[src/rtl/shift_pkg.sv]
// Shared types for the universal shift register: operation encodings,
// frame states and the decode of which operations advance a frame.
package shift_pkg;

    typedef enum logic [2:0] {
        HOLD  = 3'd0,
        SHL   = 3'd1,
        SHR   = 3'd2,
        ASR   = 3'd3,
        ROL   = 3'd4,
        ROR   = 3'd5,
        LOAD  = 3'd6,
        CLEAR = 3'd7
    } shift_mode_e;

    typedef enum logic {
        IDLE   = 1'b0,
        ACTIVE = 1'b1
    } frame_state_e;

    // Only operations that move a bit out of the register advance a frame.
    function automatic logic is_counted(input shift_mode_e mode);
        logic counted;
        case (mode)
            SHL, SHR, ASR, ROL, ROR: counted = 1'b1;
            default:                 counted = 1'b0;
        endcase
        return counted;
    endfunction

endpackage

[src/rtl/shift_frame_ctr.sv]
// Frame tracker: counts bit-moving operations after a LOAD and pulses
// done when WIDTH of them have completed a serialise/deserialise pass.
module shift_frame_ctr
    import shift_pkg::*;
#(
    parameter  int WIDTH = 16,
    localparam int CW    = $clog2(WIDTH) + 1
) (
    input  logic          clk,
    input  logic          resetb,
    input  logic          en_i,
    input  logic          counted_i,
    input  logic          load_i,
    input  logic          clear_i,
    output logic [CW-1:0] cnt_o,
    output logic          busy_o,
    output logic          done_o
);

    localparam logic [CW-1:0] LAST = CW'(WIDTH - 1);
    localparam logic [CW-1:0] FULL = CW'(WIDTH);

    frame_state_e  state, state_nxt;
    logic [CW-1:0] cnt, cnt_nxt;
    logic          done, done_nxt;

    always_ff @(posedge clk or negedge resetb) begin
        if (!resetb) begin
            state <= IDLE;
            cnt   <= '0;
            done  <= 1'b0;
        end else begin
            state <= state_nxt;
            cnt   <= cnt_nxt;
            done  <= done_nxt;
        end
    end

    // done is a single-cycle pulse, so it defaults low even when en_i is 0.
    always_comb begin
        state_nxt = state;
        cnt_nxt   = cnt;
        done_nxt  = 1'b0;
        if (en_i) begin
            if (load_i) begin
                cnt_nxt   = '0;
                state_nxt = ACTIVE;
            end else if (clear_i) begin
                cnt_nxt   = '0;
                state_nxt = IDLE;
            end else if (counted_i && (state == ACTIVE)) begin
                if (cnt == LAST) begin
                    cnt_nxt   = FULL;
                    done_nxt  = 1'b1;
                    state_nxt = IDLE;
                end else begin
                    cnt_nxt = cnt + CW'(1);
                end
            end
        end
    end

    assign cnt_o  = cnt;
    assign busy_o = (state == ACTIVE);
    assign done_o = done;

endmodule

[src/rtl/shift_register_univ.sv]
// Parametrised universal shift register with shift/rotate/arithmetic,
// parallel load, clear, and a frame counter flagging a full WIDTH-bit pass.
module shift_register_univ
    import shift_pkg::*;
#(
    parameter  int WIDTH = 16,
    localparam int CW    = $clog2(WIDTH) + 1
) (
    input  logic             clk,
    input  logic             resetb,
    input  logic             en_i,
    input  logic [2:0]       mode_i,
    input  logic             ser_i,
    input  logic [WIDTH-1:0] par_i,
    output logic [WIDTH-1:0] out_o,
    output logic             shout_o,
    output logic [CW-1:0]    cnt_o,
    output logic             busy_o,
    output logic             done_o
);

    shift_mode_e      mode;
    logic [WIDTH-1:0] data_q;
    logic             shout_q;

    assign mode = shift_mode_e'(mode_i);

    always_ff @(posedge clk or negedge resetb) begin
        if (!resetb) begin
            data_q  <= '0;
            shout_q <= 1'b0;
        end else if (en_i) begin
            case (mode)
                HOLD: ;
                SHL: begin
                    data_q  <= {data_q[WIDTH-2:0], ser_i};
                    shout_q <= data_q[WIDTH-1];
                end
                SHR: begin
                    data_q  <= {ser_i, data_q[WIDTH-1:1]};
                    shout_q <= data_q[0];
                end
                ASR: begin
                    data_q  <= {data_q[WIDTH-1], data_q[WIDTH-1:1]};
                    shout_q <= data_q[0];
                end
                ROL: begin
                    data_q  <= {data_q[WIDTH-2:0], data_q[WIDTH-1]};
                    shout_q <= data_q[WIDTH-1];
                end
                ROR: begin
                    data_q  <= {data_q[0], data_q[WIDTH-1:1]};
                    shout_q <= data_q[0];
                end
                LOAD: begin
                    data_q  <= par_i;
                    shout_q <= 1'b0;
                end
                CLEAR: begin
                    data_q  <= '0;
                    shout_q <= 1'b0;
                end
            endcase
        end
    end

    shift_frame_ctr #(
        .WIDTH(WIDTH)
    ) u_frame_ctr (
        .clk      (clk),
        .resetb   (resetb),
        .en_i     (en_i),
        .counted_i(is_counted(mode)),
        .load_i   (mode == LOAD),
        .clear_i  (mode == CLEAR),
        .cnt_o    (cnt_o),
        .busy_o   (busy_o),
        .done_o   (done_o)
    );

    assign out_o   = data_q;
    assign shout_o = shout_q;

endmodule

[config.mk]
export PLATFORM = sky130hd
export DESIGN_NAME = shift_register_univ
export DESIGN_NICKNAME = d
export VERILOG_FILES = /design/src/rtl/shift_pkg.sv /design/src/rtl/shift_frame_ctr.sv /design/src/rtl/shift_register_univ.sv
export SDC_FILE = /design/constraint.sdc
export NUM_CORES = 1
export LEC_CHECK = 0
export CAP_MARGIN = 0
export CORE_ASPECT_RATIO = 0.75
export CORE_MARGIN = 8
export CORE_UTILIZATION = 40
export CTS_BUF_LIST = sky130_fd_sc_hd__clkbuf_8
export CTS_CLUSTER_SIZE = 24
export DETAILED_ROUTE_END_ITERATION = 8
export PLACE_DENSITY = 0.72
export SETUP_SLACK_MARGIN = 0.3
export SYNTH_ARGS = -nofsm -noshare
export SYNTH_HDL_FRONTEND = slang
export SYNTH_SLANG_ARGS = --single-unit
[constraint.sdc]
create_clock -name clk -period 4.4 [get_ports clk]
set_input_delay 0.44 -clock clk [delete_from_list [all_inputs] [get_ports clk]]
set_output_delay 0.44 -clock clk [all_outputs]
set_load 0.01 [all_outputs]
==> results.yml <==
routing:
  postRouteAntennaNets: 0
  wl_mm: 4.79
  post_drt_wl_per_cell_um: 17.4
  viasPerCell: 5.90
  drc_errors: 0
  firstDrtPassIters: 4
  drtIter0Drc: 90
  vias: 1622
run_status:
  status: "finished, final reports clean"
critical_path:
  worstPathBufferInverterCount: 2
  critPathArrivalTime_ns: 2.29
  critPathTopFamily: "compound AO/OA/AOI/OAI gates"
  cp_cell_sequence: "clkdlybuf4s50_1 -> buf_4 -> o31a_1 -> a31oi_1"
  reg2reg_depth: 6
  required_ns: 4.51
  cp_slowest_stage_delay_ns: 0.84
  crit_path_end_kind: "flop"
  slowest_stage: "o31a_1"
  crit_cells: 4
  critPathLaunchType: "input pin"
  cp_max_fo: 43
  critPathKind: "input pin to flop"
cts:
  cts_root_buf: "clkbuf_8"
  post_cts_resized: 0
  cts_made_buffers: 3
  clk_pin_slew_worst_paths_ns: 0.09
  htreeDepth: 1
  cts_tree: "done"
  clockBufferDepth: 2
  holdBufCountCts: 0
  cts.sinks: 24
  cts_setup_buffers: 0
  clock_latency_ns: 0.27
sta:
  fin_setup_tns_ns: 0
  setup_viol: 0
  slew_viol_final: 0
  tightest_slew_ns: 0.990
  slew_headroom: 0.340
  hold_violations: 0
  rsz0062_at_grt: "false"
  finalClockSkew_ns: 0.00557
  layout_min_cycle_time_ns: 2.18
  fmax_ghz: 0.458
  fin_crit_sh: 0.497
  fin_ws_ns: 2.22
synth:
  synth_cells: 185
  syn_area_sq_um: 1810
  synth_seq_cells: 24
  ys_warn_count: 0
  synthFlopType: "dfrtp_1"
  synth_top_area_frac: 0.333
  synthTopCellsByCount: "28 x a31oi_1, 24 x dfrtp_1, 17 x nor2_1"
  synth_nets: 210
  synth.distinct_cells: 37
  post-synth-top-area-cell: "dfrtp_1"
  yosysMostFrequentCell: "a31oi_1"
  ys_top_cells_by_area: "dfrtp_1 33%, a31oi_1 9.7%, mux2_2 9.4%"
  async_flop_share: 1.00
  synth_edf_count: 0
  syn_avg_cell_area_sq_um: 9.76
  ys_seq_area_frac: 0.333
power:
  leakage_nw: 0.912
  vdd_ir_drop_max_mv: 0.165
  power_density_nw_per_um2: 361
  p_total_mw: 0.825
layout:
  area.growth.synth_to_final_pct: 26.7
  regArea_sq_um: 601
  final_area_sq_um: 2290
  fillers: 407
  multiInputGateArea_sq_um: 1060
  diodes: 0
  nets: 244
  drive_gt1_frac: 0.128
worst_hold_path:
  hp-class: "input pin to async pin"
placed_design:
  port-buffer-count: 46
  dpl_worst_slack_ns: 1.94
  dp_hpwl_mm: 3.31
  place_area_sq_um: 2220
  gp_congestion: 0.795
floorplanning:
  die_w_um: 93.6
  die_height_um: 74.2
  dieArea_sq_um: 6940
  io_pins: 47
  fp-row-count: 21
  coreArea_sq_um: 4410
  start_util: 0.409
global_routing:
  overflow: 0
  grt_max_degree: 51
  grt_use_total: 0.139
  antenna_found_initial: 0
  grt_pass1_vias: 1462
  grt_pass1_wl_mm: 7.78
job:
  maxCapViolations: 0
==> per-layer routing <==
metal,part of all wire,vias to the layer above,global-route usage
met5,0,-,0
met3,0.050,6,0.0282
met4,0.014,0,0.0473
met1,0.47,777,0.191
li1,-,798,-
met2,0.46,41,0.211
==> logic make-up (layout without fill, tap and decap cells) <==
kind of cell / count (synthesis) / after routing / synth area share
AO/OA/AOI/OAI: 65 / 65 / 0.259
XOR/XNOR: 1 / 1 / 0.00485
adder cells (fa/ha/maj): 2 / 2 / 0.0139
buffers and inverters: 23 / 56 / 0.0825
flip-flops: 24 / 24 / 0.333
multiplexers: 18 / 18 / 0.110
AND/OR/NAND/NOR: 52 / 52 / 0.197
==> power breakdown <==
part / internal (mW) / switching [mW] / total, mW
combinational: 0.174 / 0.122 / 0.296
clock: 0.122 / 0.0771 / 0.199
sequential: 0.264 / 0.0669 / 0.331
total: 0.560 / 0.266 / 0.825
==> layout make-up <==
cell class                 count  share of cell area
timing repair buffer          49               0.209
tap                           57              0.0312
clock buffer                   3              0.0180
multi-input combinational    138               0.461
clock inverter                 1              0.0131
inverter                       3             0.00492
sequential                    24               0.262
==> path summary, 6_finish.rpt <==
path	slack, ns	start	to
max	2.22	mode_i[0]	out_o[2]$_DFFE_PN0P_
min	0.52	resetb	u_frame_ctr.cnt_o[1]$_DFFE_PN0P_
max reg2reg	2.69	u_frame_ctr.cnt_o[0]$_DFFE_PN0P_	u_frame_ctr.cnt_o[3]$_DFFE_PN0P_
min reg2reg	0.54	u_frame_ctr.cnt_o[3]$_DFFE_PN0P_	u_frame_ctr.cnt_o[3]$_DFFE_PN0P_
max in group asynchronous	3.63	resetb	out_o[8]$_DFFE_PN0P_
min in group clk	0.54	u_frame_ctr.cnt_o[3]$_DFFE_PN0P_	u_frame_ctr.cnt_o[3]$_DFFE_PN0P_
==> metrics by stage <==
stage,hold WS (ns),instances,utilization
after global placement,0.515,271,0.502
after floorplan,0.144,185,-
final,0.520,275,0.518
after global routing,0.537,275,0.518
after CTS,0.528,275,0.518
after detailed placement,0.526,271,0.502
==> registers in the layout, summed over array words and instances, names as in the netlist <==
| signal | cells |
|---|---|
| u_frame_ctr.cnt_o | 5 |
| u_frame_ctr.busy_o | 1 |
| u_frame_ctr.done_o | 1 |
| out_o | 16 |
| shout_o | 1 |
==> cell usage in the layout, fill, tap and decap left out, types with 4 or more instances in the layout <==
cell | netlist | layout
clkdlybuf4s50_1 | 0 | 45
dfrtp_1 | 24 | 24
a31oi_1 | 28 | 28
o221ai_1 | 5 | 5
nor2_1 | 17 | 17
and4b_1 | 15 | 15
a22oi_1 | 13 | 13
a22o_1 | 4 | 4
mux2_2 | 15 | 15
(Power assumes the default switching activity.)
